[config.mk]
export PLATFORM = sky130hd
export DESIGN_NAME = regfile_mp_flat
export DESIGN_NICKNAME = d
export VERILOG_FILES = /design/src/rtl/regfile_mp_pkg.sv /design/src/rtl/regfile_mp_if.sv /design/src/rtl/regfile_mp_bypass_mux.sv /design/src/rtl/regfile_mp.sv /design/src/flat_wrapper.sv
export SDC_FILE = /design/constraint.sdc
export NUM_CORES = 2
export LEC_CHECK = 0
export ABC_AREA = 1
export CELL_PAD_IN_SITES_DETAIL_PLACEMENT = 1
export CELL_PAD_IN_SITES_GLOBAL_PLACEMENT = 2
export CORE_UTILIZATION = 33
export DETAILED_ROUTE_END_ITERATION = 8
export HOLD_SLACK_MARGIN = 0.1
export PLACE_DENSITY = 0.84
export SYNTH_ARGS = -nofsm -noshare
export SYNTH_HDL_FRONTEND = slang
export SYNTH_SLANG_ARGS = --single-unit
export TNS_END_PERCENT = 10
[constraint.sdc]
create_clock -name clk -period 3 [get_ports clk]
set_clock_uncertainty 0.2 [all_clocks]
set_input_delay 0.75 -clock clk [delete_from_list [all_inputs] [get_ports clk]]
set_output_delay 0.75 -clock clk [all_outputs]
set_load 0.05 [all_outputs]
[src/rtl/regfile_mp_pkg.sv]
// Shared types and constants for the multi-port register file family.
// Latency: n/a (declarations only).
// Backpressure: n/a.
package regfile_mp_pkg;

  // This block family resets when rst is low.
  localparam logic RST_ENABLE   = 1'b0;
  localparam logic WRITE_ENABLE = 1'b1;
  localparam logic READ_ENABLE  = 1'b1;

  // Clear-sweep FSM encodings.
  typedef enum logic [0:0] {
    RF_IDLE  = 1'b0,
    RF_CLEAR = 1'b1
  } rf_state_e;

endpackage

[src/rtl/regfile_mp_if.sv]
// Bundle of the register file's write, read and clear-control signals.
// Latency: n/a (wiring only).
// Backpressure: none; the only stall indication is busy, during which writes are dropped.
// Ports: clr/busy (sweep control), we/waddr/wdata/wbe (NWRITE flat write buses),
//        re/raddr/rdata (NREAD flat read buses). master = core side, slave = register file.
interface regfile_mp_if #(
  parameter int DATA_W = 32,
  parameter int ADDR_W = 5,
  parameter int NREAD  = 2,
  parameter int NWRITE = 2
);
  logic                       clr;
  logic                       busy;
  logic [NWRITE-1:0]          we;
  logic [NWRITE*ADDR_W-1:0]   waddr;
  logic [NWRITE*DATA_W-1:0]   wdata;
  logic [NWRITE*DATA_W/8-1:0] wbe;
  logic [NREAD-1:0]           re;
  logic [NREAD*ADDR_W-1:0]    raddr;
  logic [NREAD*DATA_W-1:0]    rdata;

  modport master (
    output clr, we, waddr, wdata, wbe, re, raddr,
    input  busy, rdata
  );

  modport slave (
    input  clr, we, waddr, wdata, wbe, re, raddr,
    output busy, rdata
  );
endinterface

[src/rtl/regfile_mp_bypass_mux.sv]
// Per-read-port write-to-read bypass: overlays in-flight write bytes onto the stored word.
// Latency: combinational (0 cycles).
// Backpressure: none.
// Ports: raddr_i (read address), we_i/waddr_i/wdata_i/wbe_i (flat write buses),
//        stored_i (array word at raddr_i), merged_o (byte-merged result).
module regfile_mp_bypass_mux
  import regfile_mp_pkg::*;
#(
  parameter int DATA_W = 32,
  parameter int ADDR_W = 5,
  parameter int NWRITE = 2
) (
  input  logic [ADDR_W-1:0]          raddr_i,
  input  logic [NWRITE-1:0]          we_i,
  input  logic [NWRITE*ADDR_W-1:0]   waddr_i,
  input  logic [NWRITE*DATA_W-1:0]   wdata_i,
  input  logic [NWRITE*DATA_W/8-1:0] wbe_i,
  input  logic [DATA_W-1:0]          stored_i,
  output logic [DATA_W-1:0]          merged_o
);
  localparam int NBYTE = DATA_W / 8;

  logic [DATA_W-1:0] merged;

  // Ascending port order so the highest-indexed matching port overwrites lower ones,
  // mirroring the collision rule the array write uses.
  always_comb begin
    merged = stored_i;
    for (int k = 0; k < NWRITE; k++) begin
      for (int b = 0; b < NBYTE; b++) begin
        if (we_i[k] == WRITE_ENABLE &&
            waddr_i[k*ADDR_W +: ADDR_W] == raddr_i &&
            wbe_i[k*NBYTE + b]) begin
          merged[b*8 +: 8] = wdata_i[k*DATA_W + b*8 +: 8];
        end
      end
    end
  end

  assign merged_o = merged;
endmodule

[src/rtl/regfile_mp.sv]
// Multi-port register file: NREAD combinational read ports with bypass, NWRITE byte-enabled
//   write ports, entry 0 hardwired zero, one-entry-per-cycle clear sweep.
// Latency: reads 0 cycles; writes land in the array at the next edge (visible same cycle via bypass).
// Backpressure: busy high during reset/sweep; writes are dropped and reads return 0 meanwhile.
// Ports: clk, rst (sync, active-low), bus (regfile_mp_if slave: clr/busy, write and read buses).
module regfile_mp
  import regfile_mp_pkg::*;
#(
  parameter int DATA_W = 32,
  parameter int ADDR_W = 5,
  parameter int NREAD  = 2,
  parameter int NWRITE = 2
) (
  input logic         clk,
  input logic         rst,
  regfile_mp_if.slave bus
);
  localparam int DEPTH = 2 ** ADDR_W;
  localparam int NBYTE = DATA_W / 8;

  if (DATA_W % 8 != 0) begin : g_width_check
    $error("regfile_mp: DATA_W must be a multiple of 8");
  end

  rf_state_e         state_q, state_d;
  logic [ADDR_W-1:0] ptr_q, ptr_d;
  logic              busy;
  logic [DATA_W-1:0] mem_q [DEPTH];

  // ---------------- clear FSM: state register ----------------
  always_ff @(posedge clk) begin
    if (rst == RST_ENABLE) begin
      state_q <= RF_CLEAR;
      ptr_q   <= '0;
    end else begin
      state_q <= state_d;
      ptr_q   <= ptr_d;
    end
  end

  // ---------------- clear FSM: next state ----------------
  // clr is only looked at in IDLE, so a request mid-sweep cannot restart or extend it.
  always_comb begin
    state_d = state_q;
    ptr_d   = ptr_q;
    case (state_q)
      RF_IDLE: begin
        if (bus.clr) begin
          state_d = RF_CLEAR;
          ptr_d   = '0;
        end
      end
      RF_CLEAR: begin
        ptr_d = ptr_q + 1'b1;
        if (&ptr_q) begin
          state_d = RF_IDLE;
        end
      end
      default: state_d = RF_CLEAR;
    endcase
  end

  // ---------------- clear FSM: outputs ----------------
  // Reset is folded in combinationally so busy is high from the moment rst drops.
  always_comb begin
    busy = (rst == RST_ENABLE) || (state_q == RF_CLEAR);
  end

  assign bus.busy = busy;

  // ---------------- array ----------------
  // No per-entry reset; the sweep is the only thing that zeroes storage. Writes are merged
  // per byte in ascending port order so the highest-indexed port wins a collision.
  always_ff @(posedge clk) begin
    if (state_q == RF_CLEAR) begin
      mem_q[ptr_q] <= '0;
    end else if (!busy) begin
      for (int k = 0; k < NWRITE; k++) begin
        if (bus.we[k] == WRITE_ENABLE && bus.waddr[k*ADDR_W +: ADDR_W] != '0) begin
          for (int b = 0; b < NBYTE; b++) begin
            if (bus.wbe[k*NBYTE + b]) begin
              mem_q[bus.waddr[k*ADDR_W +: ADDR_W]][b*8 +: 8] <= bus.wdata[k*DATA_W + b*8 +: 8];
            end
          end
        end
      end
    end
  end

  // ---------------- read ports ----------------
  for (genvar j = 0; j < NREAD; j++) begin : g_rd
    logic [ADDR_W-1:0] ra;
    logic [DATA_W-1:0] merged;

    assign ra = bus.raddr[j*ADDR_W +: ADDR_W];

    regfile_mp_bypass_mux #(
      .DATA_W (DATA_W),
      .ADDR_W (ADDR_W),
      .NWRITE (NWRITE)
    ) u_bypass (
      .raddr_i  (ra),
      .we_i     (bus.we),
      .waddr_i  (bus.waddr),
      .wdata_i  (bus.wdata),
      .wbe_i    (bus.wbe),
      .stored_i (mem_q[ra]),
      .merged_o (merged)
    );

    // Gating covers reset, sweep, disabled port and the zero register in one place.
    assign bus.rdata[j*DATA_W +: DATA_W] =
      (busy || bus.re[j] != READ_ENABLE || ra == '0) ? '0 : merged;
  end
endmodule

[src/flat_wrapper.sv]
// flat-port wrapper written by rule: the top's interface ports become plain ports
module regfile_mp_flat import regfile_mp_pkg::*;
#(
  parameter int DATA_W = 32,
  parameter int ADDR_W = 5,
  parameter int NREAD  = 2,
  parameter int NWRITE = 2
)
  (clk, rst, bus_clr, bus_we, bus_waddr, bus_wdata, bus_wbe, bus_re, bus_raddr, bus_busy, bus_rdata);
  regfile_mp_if #(.DATA_W(DATA_W), .ADDR_W(ADDR_W), .NREAD(NREAD), .NWRITE(NWRITE)) bus_i ();
  input logic clk;
  input logic rst;
  input wire logic [$bits(bus_i.clr)-1:0] bus_clr;
  input wire logic [$bits(bus_i.we)-1:0] bus_we;
  input wire logic [$bits(bus_i.waddr)-1:0] bus_waddr;
  input wire logic [$bits(bus_i.wdata)-1:0] bus_wdata;
  input wire logic [$bits(bus_i.wbe)-1:0] bus_wbe;
  input wire logic [$bits(bus_i.re)-1:0] bus_re;
  input wire logic [$bits(bus_i.raddr)-1:0] bus_raddr;
  output wire logic [$bits(bus_i.busy)-1:0] bus_busy;
  output wire logic [$bits(bus_i.rdata)-1:0] bus_rdata;
  assign bus_i.clr = bus_clr;
  assign bus_i.we = bus_we;
  assign bus_i.waddr = bus_waddr;
  assign bus_i.wdata = bus_wdata;
  assign bus_i.wbe = bus_wbe;
  assign bus_i.re = bus_re;
  assign bus_i.raddr = bus_raddr;
  assign bus_busy = bus_i.busy;
  assign bus_rdata = bus_i.rdata;
  regfile_mp #(.DATA_W(DATA_W), .ADDR_W(ADDR_W), .NREAD(NREAD), .NWRITE(NWRITE)) u_core (.clk(clk), .rst(rst), .bus(bus_i));
endmodule
### Yosys cells after proc, flatten, opt, wreduce, memory -nomap -nowiden

Memories as Yosys holds them, arrays and structs flattened.
Index checks and enable logic that the tools add are counted.

* equality and inequality tests: 5
* add/subtract/negate cells: 1
* reductions and logical operators: 33
* muxes and demuxes: 68
* bitwise gates (word level): 4

Operators with widths (count)
* $mux 8: 16
* $mux 32: 3
* $mux 1: 44
* $reduce_or 32->1: 1
* $logic_and 1x1->1: 22
* $eq 5x5->1: 4
* $logic_not 5->1: 2
* $mux 5: 2
* $pmux 5 s2: 1
* $reduce_bool 5->1: 2
* $add 5x1->5 const B: 1
* $logic_or 1x1->1: 5
* $reduce_and 5->1: 1
* $mux 4: 1
* $not 1->1: 4
* $ne 2x2->1 const B: 1
* $pmux 1 s2: 1

* input bits: 99
* memories kept: 1
* memory bits (writable): 1024
* word-level logic and storage cells: 114
* output and inout port bits: 65
* register bits after elaboration: 6

Memories
* u_core.mem_q: depth 32, bits a word 32, rd ports 2, clocked after Yosys merged registers in 0, write ports 2, RTL line regfile_mp.sv:28 `logic [DATA_W-1:0] mem_q [DEPTH];`

### Logic depth before layout (Yosys ltp)

* depth in word-level cells: 8
* depth in mapped cells: 14
* mapped depth without buffers: 12

### Cells and area by module

Synthesis repeated with hierarchy kept, for this count alone.

* cells, all modules: 8416
* area, all modules: 65150.0 µm²

Modules (own cells, without submodules)
* regfile_mp: times used 1, seq. area each 30869.6 µm², cells an instance 7836, area an instance 62287.2 µm²
* regfile_mp_bypass_mux: times used 2, seq. area each 0.0 µm², cells an instance 290, area an instance 1431.4 µm²

### Worst setup path before layout

Ideal clock, no wire load.

* path kind: input-to-output
* start point: in bus_raddr[6]
* end point: out bus_rdata[55]
* slack: -849 ps
* stages on the path: 13
* data arrival time: 2899 ps
* path buffers: 4
* required time: 2050 ps
* path through: clkbuf_1 -> inv_1 -> buf_2 -> nor2_1 -> inv_1 -> clkbuf_1 -> buf_2 -> nor2_1 -> nor2_1 -> nand2_1 -> nand3_1 -> nand3_1 -> a21oi_1

* longest elaborated chain between the ends: 6
* elaborated cells between the ends (all ways): 12
* classes of those cells: eq/ne: 2; mux: 3; reduce/logical: 6; memory: 1

Ends and longest elaborated chain
* start, declared: RTL line flat_wrapper.sv:19 `input wire logic [$bits(bus_i.raddr)-1:0] bus_raddr;`
* parallel branches: the longest is 5 deep, another holds $mem_v2 32x32
* $mux 32 (*): RTL line regfile_mp.sv:113 `(busy || bus.re[j] != READ_ENABLE || ra == '0) ? '0 : merged;`
* end, declared: RTL line flat_wrapper.sv:21 `output wire logic [$bits(bus_i.rdata)-1:0] bus_rdata;`

Mark *: on every way between the ends.

### Final worst setup path

* start point: in bus_raddr[0]
* end point: out bus_rdata[3]

The elaborated chain is that of the path after synthesis.

==> results.tsv <==
stage	metric	value	unit
cts	numCtsBuffers	120	
detailed_routing	dr.pass1.iters	6	
worst_setup_path	crit_arrival	2.73	ns
sta	slew_viol_final	0	
sta	fin_crit	3.680	ns
flow_run	drv_cap	0	
power	clkPwrFrac	39.6	%
global_route	grt_pass1_wl	488200	um
logic_synthesis	synth_warnings	0	
global_route	antenna_found_initial	13	
cts	cts-root-buf	clkbuf_16	
logic_synthesis	synth_fp_nets	9183	
logic_synthesis	syn_avg_cell_area	7.250	um2
place	io_buffers	163	
global_route	grt.total_usage	32.46	%
logic_synthesis	ys_types	29	
finish	layout_common_cells	nand2_1 (2225), o21ai_0 (1396), nor2_1 (1311)	
global_route	grt_pass1_vias	72810	
place	dpl.hpwl	229500	um
worst_setup_path	cp-start-kind	primary input	
sta	final-hold-violation-count	0	
floorplanning	chipWidth	448.7	um
sta	fin_ws	-0.6800	ns
place	place_congestion	0.9768	
finish	layout-drive-gt1-share	20.17	%
sta	post-route-period-util	122.7	%
finish	synthToLayoutAreaGrowth	38.49	%
sta	worstMarginPinSlew	0.8677	ns
cts	cts_buffer_depth	3	
power	p_seq_share	43.2	%
worst_setup_path	cp_top_family	buffers and inverters	
global_route	grt_start_max_net_pins	58	
sta	rsz0062_at_grt	true	
logic_synthesis	ys_seq_elements	1030	
floorplanning	start_util	33.28	%
power	internal_power	0.02607	W
worst_setup_path	cp_max_fo	8	
cts	h-tree-depth	3	
floorplanning	die-area	0.2013	mm2
global_route	overflow	0	
worst_setup_path	crit_type	primary input to output port	
worst_setup_path	crit_slowest_cell	nor3_2	
worst_setup_path	critPathRequiredTime	2.05	ns
worst_setup_path	cp_num_buf_inv	9	
floorplanning	placementRows	163	
cts	clk_latency	0.79	ns
power	powerDensity	401.2	mW/mm2
sta	max_clock_freq	271.7	MHz
finish	final_core_util	46.09	%
worst_setup_path	cp_common_cell	buf_6	
detailed_routing	vias	72100	
floorplanning	die_h	448.7	um
status	violations	negative setup slack	
detailed_routing	drt_wl_total	345700	um
detailed_routing	antenna_left	0	
cts	clk_pin_slew	0.06	ns
worst_setup_path	path_cells	buf_16 -> clkinv_16 -> buf_12 -> buf_6 -> nor2_1 -> nor3_2 -> nand2_2 -> buf_6 -> buf_4 -> nor2_4 -> buf_4 -> buf_12 -> a21oi_1 -> a21oi_4 -> buf_6	
sta	setup_violations	336	
sta	relSlewSlack	41.94	%
cts	cts.sinks	1030	
logic_synthesis	syn_inst	9082	
power	swShare	28.74	%
finish	fill_cells	23250	
hold_path	hp-class	flop to flop	
power	vdd_drop_max	0.4701	mV
worst_setup_path	slowest_delay	0.24	ns
finish	final_common_cell	nand2_1	
worst_setup_path	cp-end-kind	output port	
power	power_leakage	35.33	nW
floorplanning	core-area	0.1978	mm2
sta	setup_tns	-41.42	ns
detailed_routing	drtIter0Drc	7318	
finish	finalNetCount	9778	
cts	cts_tree	done	
detailed_routing	wl_per_cell	27.83	um
detailed_routing	drc	0	
floorplanning	ios	164	
logic_synthesis	mappedNetlistArea	0.06584	mm2
status	status	finished with violations	
power	p_comb_share	17.2	%
detailed_routing	via_per_inst	5.803	
power	switchingPower	0.01051	W
logic_synthesis	yosysSeqAreaShare	46.88	%
## path summary, 6_finish.rpt
check                               start                       endpoint  slack [ns]  cells after the start
min reg2reg  u_core.ptr_q[4]$_SDFFE_PN0P_   u_core.ptr_q[4]$_SDFFE_PN0P_        0.32                      2
min          u_core.ptr_q[4]$_SDFFE_PN0P_   u_core.ptr_q[4]$_SDFFE_PN0P_        0.32                      2
max                          bus_raddr[0]                   bus_rdata[3]       -0.68                     15
max reg2reg     u_core.state_q$_SDFF_PN1_  u_core.mem_q[27][6]$_DFFE_PP_        0.12                     13
## cell usage after synthesis
cell type	n	area [um2]
nor2_2	1	6.260
nor2_1	1375	5161
nand2_2	4	25.02
o21ai_4	3	48.80
a21oi_1	586	2933
xor2_1	4	35.03
edfxtp_1	1024	30750
nand2_1	2330	8746
nor3_1	12	60.06
inv_1	534	2004
o21ai_2	3	26.28
nand2_4	3	33.78
o211ai_1	203	1524
a211oi_1	1	7.510
buf_2	164	820.8
o22ai_1	10	62.56
o21ai_0	1447	7242
nor2_4	11	123.9
ha_1	2	25.02
clkbuf_1	565	2121
nor3b_1	1	7.510
dfxtp_1	6	120.1
buf_1	45	168.9
buf_6	5	56.30
clkinv_1	5	18.77
nand3_1	722	3613
nand4_1	2	12.51
inv_2	4	15.01
buf_4	10	75.07
## power by group through the flow
| stage | Sequential (W) | Clock (W) | Combinational [W] |
|---|---|---|---|
| 2_1_floorplan | 0.0161 | 0 | 0.00234 |
| 3_3_place_gp | 0.0161 | 0 | 0.00487 |
| 3_5_place_dp | 0.0161 | 0 | 0.00495 |
| 4_1_cts | 0.0158 | 0.0145 | 0.00569 |
| 5_1_grt | 0.0158 | 0.0150 | 0.00646 |
| 6_report | 0.0158 | 0.0145 | 0.00628 |
## kinds of logic (layout without fill, tap and decap cells)
family | Yosys count | count (layout) | synth area share (%)
and+or+nand+nor | 4461 | 4461 | 27.02
AOI/OAI and AO/OA | 2253 | 2253 | 17.99
buffers and inverters | 1332 | 2024 | 8.019
DFF | 1030 | 1030 | 46.88
xor gates and xnor gates | 4 | 4 | 0.05320
adders and majority gates | 2 | 2 | 0.03800
other | 0 | 10 | 0
## worst reg2reg max path, stage by stage (launching register included)
cell and delay [ns]:
dfxtp_1 0.35, inv_2 0.08, nand2_8 0.08, nor2_1 0.05, buf_4 0.14, o21ai_2 0.21
buf_4 0.17, nand3_1 0.13, nand2_4 0.16, inv_2 0.10, nor2_4 0.21, buf_12 0.22
nand3_1 0.12, nand2_1 0.31
## flip-flops by register name (all words and copies together), names as in the netlist
name,count
u_core.state_q,1
u_core.ptr_q,5
u_core.mem_q,1024
## area by class of cell
type | count | area, um2 | share of cell area [%]
Timing Repair inverter | 1 | 11.26 | 0.01235
Clock inverter | 70 | 518.0 | 0.5681
Inverter | 543 | 2192 | 2.404
Clock buffer | 149 | 3176 | 3.483
Tap cell | 2640 | 3303 | 3.622
Timing Repair Buffer | 1261 | 17840 | 19.57
Antenna cell | 10 | 25.02 | 0.02744
Multi-Input combinational cell | 6720 | 33250 | 36.46
Sequential cell | 1030 | 30870 | 33.85
## through the flow
step	worst slack, ns	hold slack, ns	cells	instance area, um2	power [W]
floorplan	-0.2185	0.2595	9082	66980	0.01844
global placement	-1.688	0.2935	11980	80120	0.02097
detailed placement	-1.756	0.3108	11980	80120	0.02106
CTS	-0.5657	0.3199	12330	88570	0.03604
global route	-0.6768	0.3593	12420	91180	0.03726
finish	-0.6800	0.3236	12420	91190	0.03658
## metal layers
metal / track usage [%] / up-vias / wire length [um]
li1: - / 31640 / -
met3: 5.003 / 917 / 28100
met4: 20.71 / 6 / 24990
met2: 53.27 / 3553 / 161300
met5: 0 / - / 32
met1: 39.74 / 35990 / 131300
## repair_timing
action	in CTS	in global routing
gates cloned	45	34
setup buffers	86	63
hold buffers	0	0
setup endpoints to repair	826	995
endpoints found under the hold margin	0	0
pin swaps	213	255
resized for setup	655	378
(Power assumes the default switching activity.)
